`config.mk`:
```
export PLATFORM = sky130hd
export DESIGN_NAME = instruction_memory_prog
export DESIGN_NICKNAME = d
export VERILOG_FILES = /design/src/rtl/imem_pkg.sv /design/src/rtl/imem_ram.sv /design/src/rtl/instruction_memory_prog.sv
export SDC_FILE = /design/constraint.sdc
export NUM_CORES = 2
export LEC_CHECK = 0
export CAP_MARGIN = 15
export CELL_PAD_IN_SITES_DETAIL_PLACEMENT = 1
export CELL_PAD_IN_SITES_GLOBAL_PLACEMENT = 1
export CORE_MARGIN = 4
export CORE_UTILIZATION = 30
export DETAILED_ROUTE_END_ITERATION = 12
export GPL_ROUTABILITY_DRIVEN = 0
export PLACE_DENSITY = 0.59
export SLEW_MARGIN = 20
export SYNTH_ARGS = -nofsm -noshare
export SYNTH_HDL_FRONTEND = slang
export SYNTH_SLANG_ARGS = --single-unit
```
`constraint.sdc`:
```
create_clock -name clk -period 6.7 [get_ports clk]
set_input_delay 2.01 -clock clk [delete_from_list [all_inputs] [get_ports clk]]
set_output_delay 2.01 -clock clk [all_outputs]
set_load 0.1 [all_outputs]
```
`src/rtl/imem_pkg.sv`:
```
// Shared types and helpers for the programmable instruction memory.
package imem_pkg;

  typedef enum logic {
    CLEAR = 1'b0,
    RUN   = 1'b1
  } imem_state_t;

  localparam logic [31:0] NOP_WORD_DEFAULT = 32'h0000_0000;

  // Addresses are zero-extended to this width before checking, so the
  // range compare never truncates the caller's upper address bits.
  localparam int CHK_ADDR_W = 64;

  typedef struct packed {
    logic                  aligned;
    logic                  in_range;
    logic [CHK_ADDR_W-3:0] idx;
  } addr_chk_t;

  function automatic addr_chk_t addr_check(input logic [CHK_ADDR_W-1:0] addr,
                                           input int unsigned           depth);
    addr_chk_t r;
    r.aligned  = (addr[1:0] == 2'b00);
    r.idx      = addr[CHK_ADDR_W-1:2];
    r.in_range = (r.idx < (CHK_ADDR_W-2)'(depth));
    return r;
  endfunction

endpackage

```
`src/rtl/imem_ram.sv`:
```
// Single write port, single registered read port; a read and a write to the
// same index in one cycle returns the old word (read-before-write).
module imem_ram
  import imem_pkg::*;
#(
  parameter int DATA_W = 32,
  parameter int DEPTH  = 64,
  parameter int IDX_W  = 6
) (
  input  logic              clk,
  input  logic              we,
  input  logic [IDX_W-1:0]  waddr,
  input  logic [DATA_W-1:0] wdata,
  input  logic              re,
  input  logic [IDX_W-1:0]  raddr,
  output logic [DATA_W-1:0] rdata
);

  logic [DATA_W-1:0] mem [DEPTH];

  // Write and registered read share the edge, so the read sees the old word.
  always_ff @(posedge clk) begin
    if (we) mem[waddr] <= wdata;
    if (re) rdata <= mem[raddr];
  end

endmodule

```
`src/rtl/instruction_memory_prog.sv`:
```
// Runtime-programmable instruction memory: clear sweep after reset, then
// serves one-cycle fetches and accepts program writes.
//
// state | meaning
// CLEAR | sweeping NOP_WORD into every word, ports not ready
// RUN   | fetch and program ports open, terminal until reset
module instruction_memory_prog
  import imem_pkg::*;
#(
  parameter int                 DATA_W   = 32,
  parameter int                 DEPTH    = 64,
  parameter int                 ADDR_W   = 32,
  parameter logic [DATA_W-1:0]  NOP_WORD = DATA_W'(NOP_WORD_DEFAULT),
  localparam int                IDX_W    = (DEPTH > 1) ? $clog2(DEPTH) : 1
) (
  input  logic              clk,
  input  logic              reset,
  input  logic              fetch_req,
  input  logic [ADDR_W-1:0] fetch_addr,
  output logic              fetch_ready,
  output logic              instr_valid,
  output logic [DATA_W-1:0] instr_out,
  output logic              instr_fault,
  input  logic              prog_valid,
  input  logic [ADDR_W-1:0] prog_addr,
  input  logic [DATA_W-1:0] prog_data,
  output logic              prog_ready,
  output logic              prog_err,
  output logic              init_done,
  output logic [IDX_W:0]    prog_count
);

  localparam int CNT_W = IDX_W + 1;

  imem_state_t       state;
  logic [IDX_W-1:0]  clr_idx;
  addr_chk_t         f_chk;
  addr_chk_t         p_chk;
  logic              fetch_acc;
  logic              fetch_ok;
  logic              prog_acc;
  logic              prog_ok;
  logic              ram_we;
  logic [IDX_W-1:0]  ram_waddr;
  logic [DATA_W-1:0] ram_wdata;
  logic [DATA_W-1:0] ram_rdata;
  logic              out_nop;
  logic              unused_idx_bits;

  assign f_chk     = addr_check(CHK_ADDR_W'(fetch_addr), DEPTH);
  assign p_chk     = addr_check(CHK_ADDR_W'(prog_addr), DEPTH);
  assign fetch_acc = fetch_req && fetch_ready;
  assign fetch_ok  = f_chk.aligned && f_chk.in_range;
  assign prog_acc  = prog_valid && prog_ready;
  assign prog_ok   = p_chk.aligned && p_chk.in_range;

  // Only the low index bits address the array once in_range has passed.
  assign unused_idx_bits = ^{f_chk.idx[CHK_ADDR_W-3:IDX_W], p_chk.idx[CHK_ADDR_W-3:IDX_W]};

  // The clear sweep owns the write port in CLEAR, the program port in RUN.
  always_comb begin
    ram_we    = 1'b0;
    ram_waddr = clr_idx;
    ram_wdata = NOP_WORD;
    if (state == CLEAR) begin
      ram_we = 1'b1;
    end else if (prog_acc && prog_ok) begin
      ram_we    = 1'b1;
      ram_waddr = p_chk.idx[IDX_W-1:0];
      ram_wdata = prog_data;
    end
  end

  imem_ram #(
    .DATA_W (DATA_W),
    .DEPTH  (DEPTH),
    .IDX_W  (IDX_W)
  ) u_ram (
    .clk   (clk),
    .we    (ram_we),
    .waddr (ram_waddr),
    .wdata (ram_wdata),
    .re    (fetch_acc && fetch_ok),
    .raddr (f_chk.idx[IDX_W-1:0]),
    .rdata (ram_rdata)
  );

  // Faulted fetches and the reset state present NOP_WORD instead of RAM data.
  assign instr_out = out_nop ? NOP_WORD : ram_rdata;

  // Sequencer: clear sweep, then fetch/program bookkeeping with registered outputs.
  always_ff @(posedge clk) begin
    if (reset) begin
      state       <= CLEAR;
      clr_idx     <= '0;
      instr_valid <= 1'b0;
      out_nop     <= 1'b1;
      instr_fault <= 1'b0;
      prog_err    <= 1'b0;
      init_done   <= 1'b0;
      prog_count  <= '0;
      fetch_ready <= 1'b0;
      prog_ready  <= 1'b0;
    end else begin
      case (state)
        CLEAR: begin
          clr_idx <= clr_idx + IDX_W'(1);
          if (clr_idx == IDX_W'(DEPTH - 1)) begin
            state       <= RUN;
            clr_idx     <= '0;
            init_done   <= 1'b1;
            fetch_ready <= 1'b1;
            prog_ready  <= 1'b1;
          end
        end
        RUN: begin
          instr_valid <= fetch_acc;
          if (fetch_acc) begin
            instr_fault <= !fetch_ok;
            out_nop     <= !fetch_ok;
          end
          prog_err <= prog_acc && !prog_ok;
          if (prog_acc && prog_ok && (prog_count != CNT_W'(DEPTH)))
            prog_count <= prog_count + CNT_W'(1);
        end
        default: state <= CLEAR;
      endcase
    end
  end

endmodule

```
==> results.cfg <==
[status]
outcome = finished, final reports clean

[yosys]
synth.distinct_cells = 60
synth_edf_count = 2080
ys_seq_area_frac = 0.776
synth_ff_type = edfxtp_1
synth_cells = 3652
syn-num-nets = 3755
netlist.top_cell.by_area = edfxtp_1
syn_avg_cell_area_sq_um = 22.2
synth_top_area_share = 0.772
yosys-top-cells-area = edfxtp_1, mux4_2, o22ai_1
synth-async-reset-ratio = 0
netlist_area_sq_mm = 0.0809
ys_warn_count = 0
ys_seq_elements = 2099

[drt]
first_iter_violations = 3442
ant_nets = 0
drt-total-wl_um = 215000
drc = 0
num_vias = 38800
first_pass_iters = 7
wl_per_cell_um = 27.9
routed_via_density = 5.02

[clock_tree]
cts_buffer_depth = 3
clk_pin_slew_worst_paths_ns = 0.06
cts.sinks = 2099
clockRootBuffer = clkbuf_16
numCtsBuffers = 211
cts_setup_buffers = 0
clk_latency_ns = 0.85
cts-resized-gates = 0
cts_tree = built
cts_max_level = 4
ctsHoldBuffers = 0

[sta]
fin_crit_ns = 5.34
setup_viol = 0
rsz0062_at_grt = no
fmax_mhz = 187
maxSlewViolCount = 0
timing.setup.tns_ns = 0
tightest_slew_ns = 1.13
post-route-period-util = 0.796
hold_viol = 0
clock-skew-final_ns = 0.0336
relSlewSlack = 0.239

[worst_setup_path]
reg2reg_slack_ns = 2.98
critPathLaunch = out_nop
r2r_cells = 6
critPathCaptureType = output port
start_kind = flop
r2r-start = state
crit_fanout = 25
reg2reg_to = u_ram.mem[40][27]
crit_arrival_ns = 3.33
crit_type = flop to output port
critPathRequiredTime_ns = 4.69
crit_end = instr_out[5]

[worst_hold_path]
hold_path_class = flop to flop

[global_routing]
grt_overflow = 0
grt_pass1_wl_um = 311000
grt_pass1_vias = 41900
antenna_found_initial = 5
grt_max_degree = 80
grt.total_usage = 0.153

[die]
die_h_um = 527
coreArea_sq_mm = 0.268
start_util = 0.302
pin_count = 145
die-area_sq_mm = 0.278
die_w_um = 527
rows = 190

[cells_and_area]
nFillCells = 26200
design_area_sq_mm = 0.0947
nets = 4105
ff_latch_area_sq_mm = 0.0628
layout_common_cells = edfxtp_1, mux4_2, clkbuf_16
drive_gt1_frac = 0.279
area_growth_pct = 17.0
layout_commonest_cell = edfxtp_1
multi_input_area_sq_mm = 0.0174

[run]
drv_cap = 0

[place]
placement.io_buffers = 144
dp.final_hpwl_um = 129000
place_area_sq_mm = 0.0880

[power]
ir_drop_v = 0.000219
leakage_nw = 32.4
p_per_area_mw_per_mm2 = 282
power.total_mw = 26.7
power by group:
part | internal (mW) | total (mW) | switching (mW) | leakage, nW
Clock | 6.58 | 11.5 | 4.93 | 3.28
Sequential | 14.3 | 14.3 | 0.0189 | 22.4
Combinational | 0.357 | 0.923 | 0.566 | 6.76
metrics by stage:
| stage | cells | hold slack, ns | util | setup WS, ns |
|---|---|---|---|---|
| 6_report | 7732 | 0.517 | 0.353 | 1.36 |
| 3_5_place_dp | 7341 | 0.499 | 0.328 | 0.789 |
| 3_3_place_gp | 7340 | 0.489 | 0.328 | 0.860 |
| 4_1_cts | 7727 | 0.516 | 0.353 | 1.14 |
| 2_1_floorplan | 3652 | 0.513 | - | 0.536 |
| 5_1_grt | 7729 | 0.540 | 0.353 | 1.20 |
synthesized netlist by cell type, drive strengths merged, types with 5 or more instances:
library cell  number
nor2b             51
nor2             116
mux4             502
buf              139
nand4              5
and2              38
o21ai             30
o22ai            142
edfxtp          2080
a21oi             27
mux2i             78
a22oi              5
mux2              53
a211oi             6
or2                5
o22a              14
nor4              48
o211ai            11
nand2             37
clkbuf            70
nor3              42
o221ai            17
a2bb2oi           12
dfxtp             19
inv                6
nand3             12
a31oi              9
a2111oi            6
or3                8
a221o              7
nand2b            23
worst min-delay path by stage:
| stage | startpoint | end | slack, ns | depth (start not counted) |
|---|---|---|---|---|
| floorplan | clr_idx[1] | clr_idx[1] | 0.51 | 2 |
| global placement | instr_fault | instr_fault | 0.49 | 2 |
| detailed placement | instr_fault | instr_fault | 0.50 | 2 |
| CTS | instr_fault | instr_fault | 0.52 | 2 |
| global route | instr_valid | instr_valid | 0.54 | 2 |
| finish | instr_fault | instr_fault | 0.52 | 2 |
worst max-delay path, cell delays in order (launching register included):
cell	delay, ns
dfxtp_2	0.37
buf_4	0.30
nor2b_1	0.53
clkdlybuf4s50_1	1.26
state kept, by name, summed over array words and instances, names as in the netlist:
name	count
prog_count	7
clr_idx	6
u_ram.rdata	32
state	1
u_ram.mem	2048
init_done	1
prog_err	1
instr_valid	1
instr_fault	1
out_nop	1
metal layers:
layer  vias to the layer above  track usage  routed length (um)
met5                         -            0                   0
met4                         0       0.0412                5410
met3                       276       0.0229                9080
met2                       966        0.266              111000
met1                     21400        0.200               90200
li1                      16200            -                   -
area by class of cell:
| type | instances | share of cell area |
|---|---|---|
| repair buffers | 346 | 0.0348 |
| well taps | 3552 | 0.0469 |
| multi-input cells | 1338 | 0.184 |
| flip-flops and latches | 2099 | 0.663 |
| inverters | 6 | 0.000238 |
| clock inverters | 122 | 0.0117 |
| clock buffers | 264 | 0.0590 |
| diodes | 5 | 0.000132 |
kinds of logic (layout without fill, tap and decap cells):
family / after synthesis / after routing / synth area share
multiplexers: 633 / 633 / 0.157
flip-flops: 2099 / 2099 / 0.776
other: 0 / 5 / 0
adder cells (fa/ha/maj): 3 / 3 / 0.000464
XOR/XNOR: 6 / 6 / 0.000649
buffers and inverters: 215 / 738 / 0.0153
AO/OA/AOI/OAI: 297 / 297 / 0.0247
AND/OR/NAND/NOR: 399 / 399 / 0.0256
Note: power is estimated with default switching activity, not from simulation.
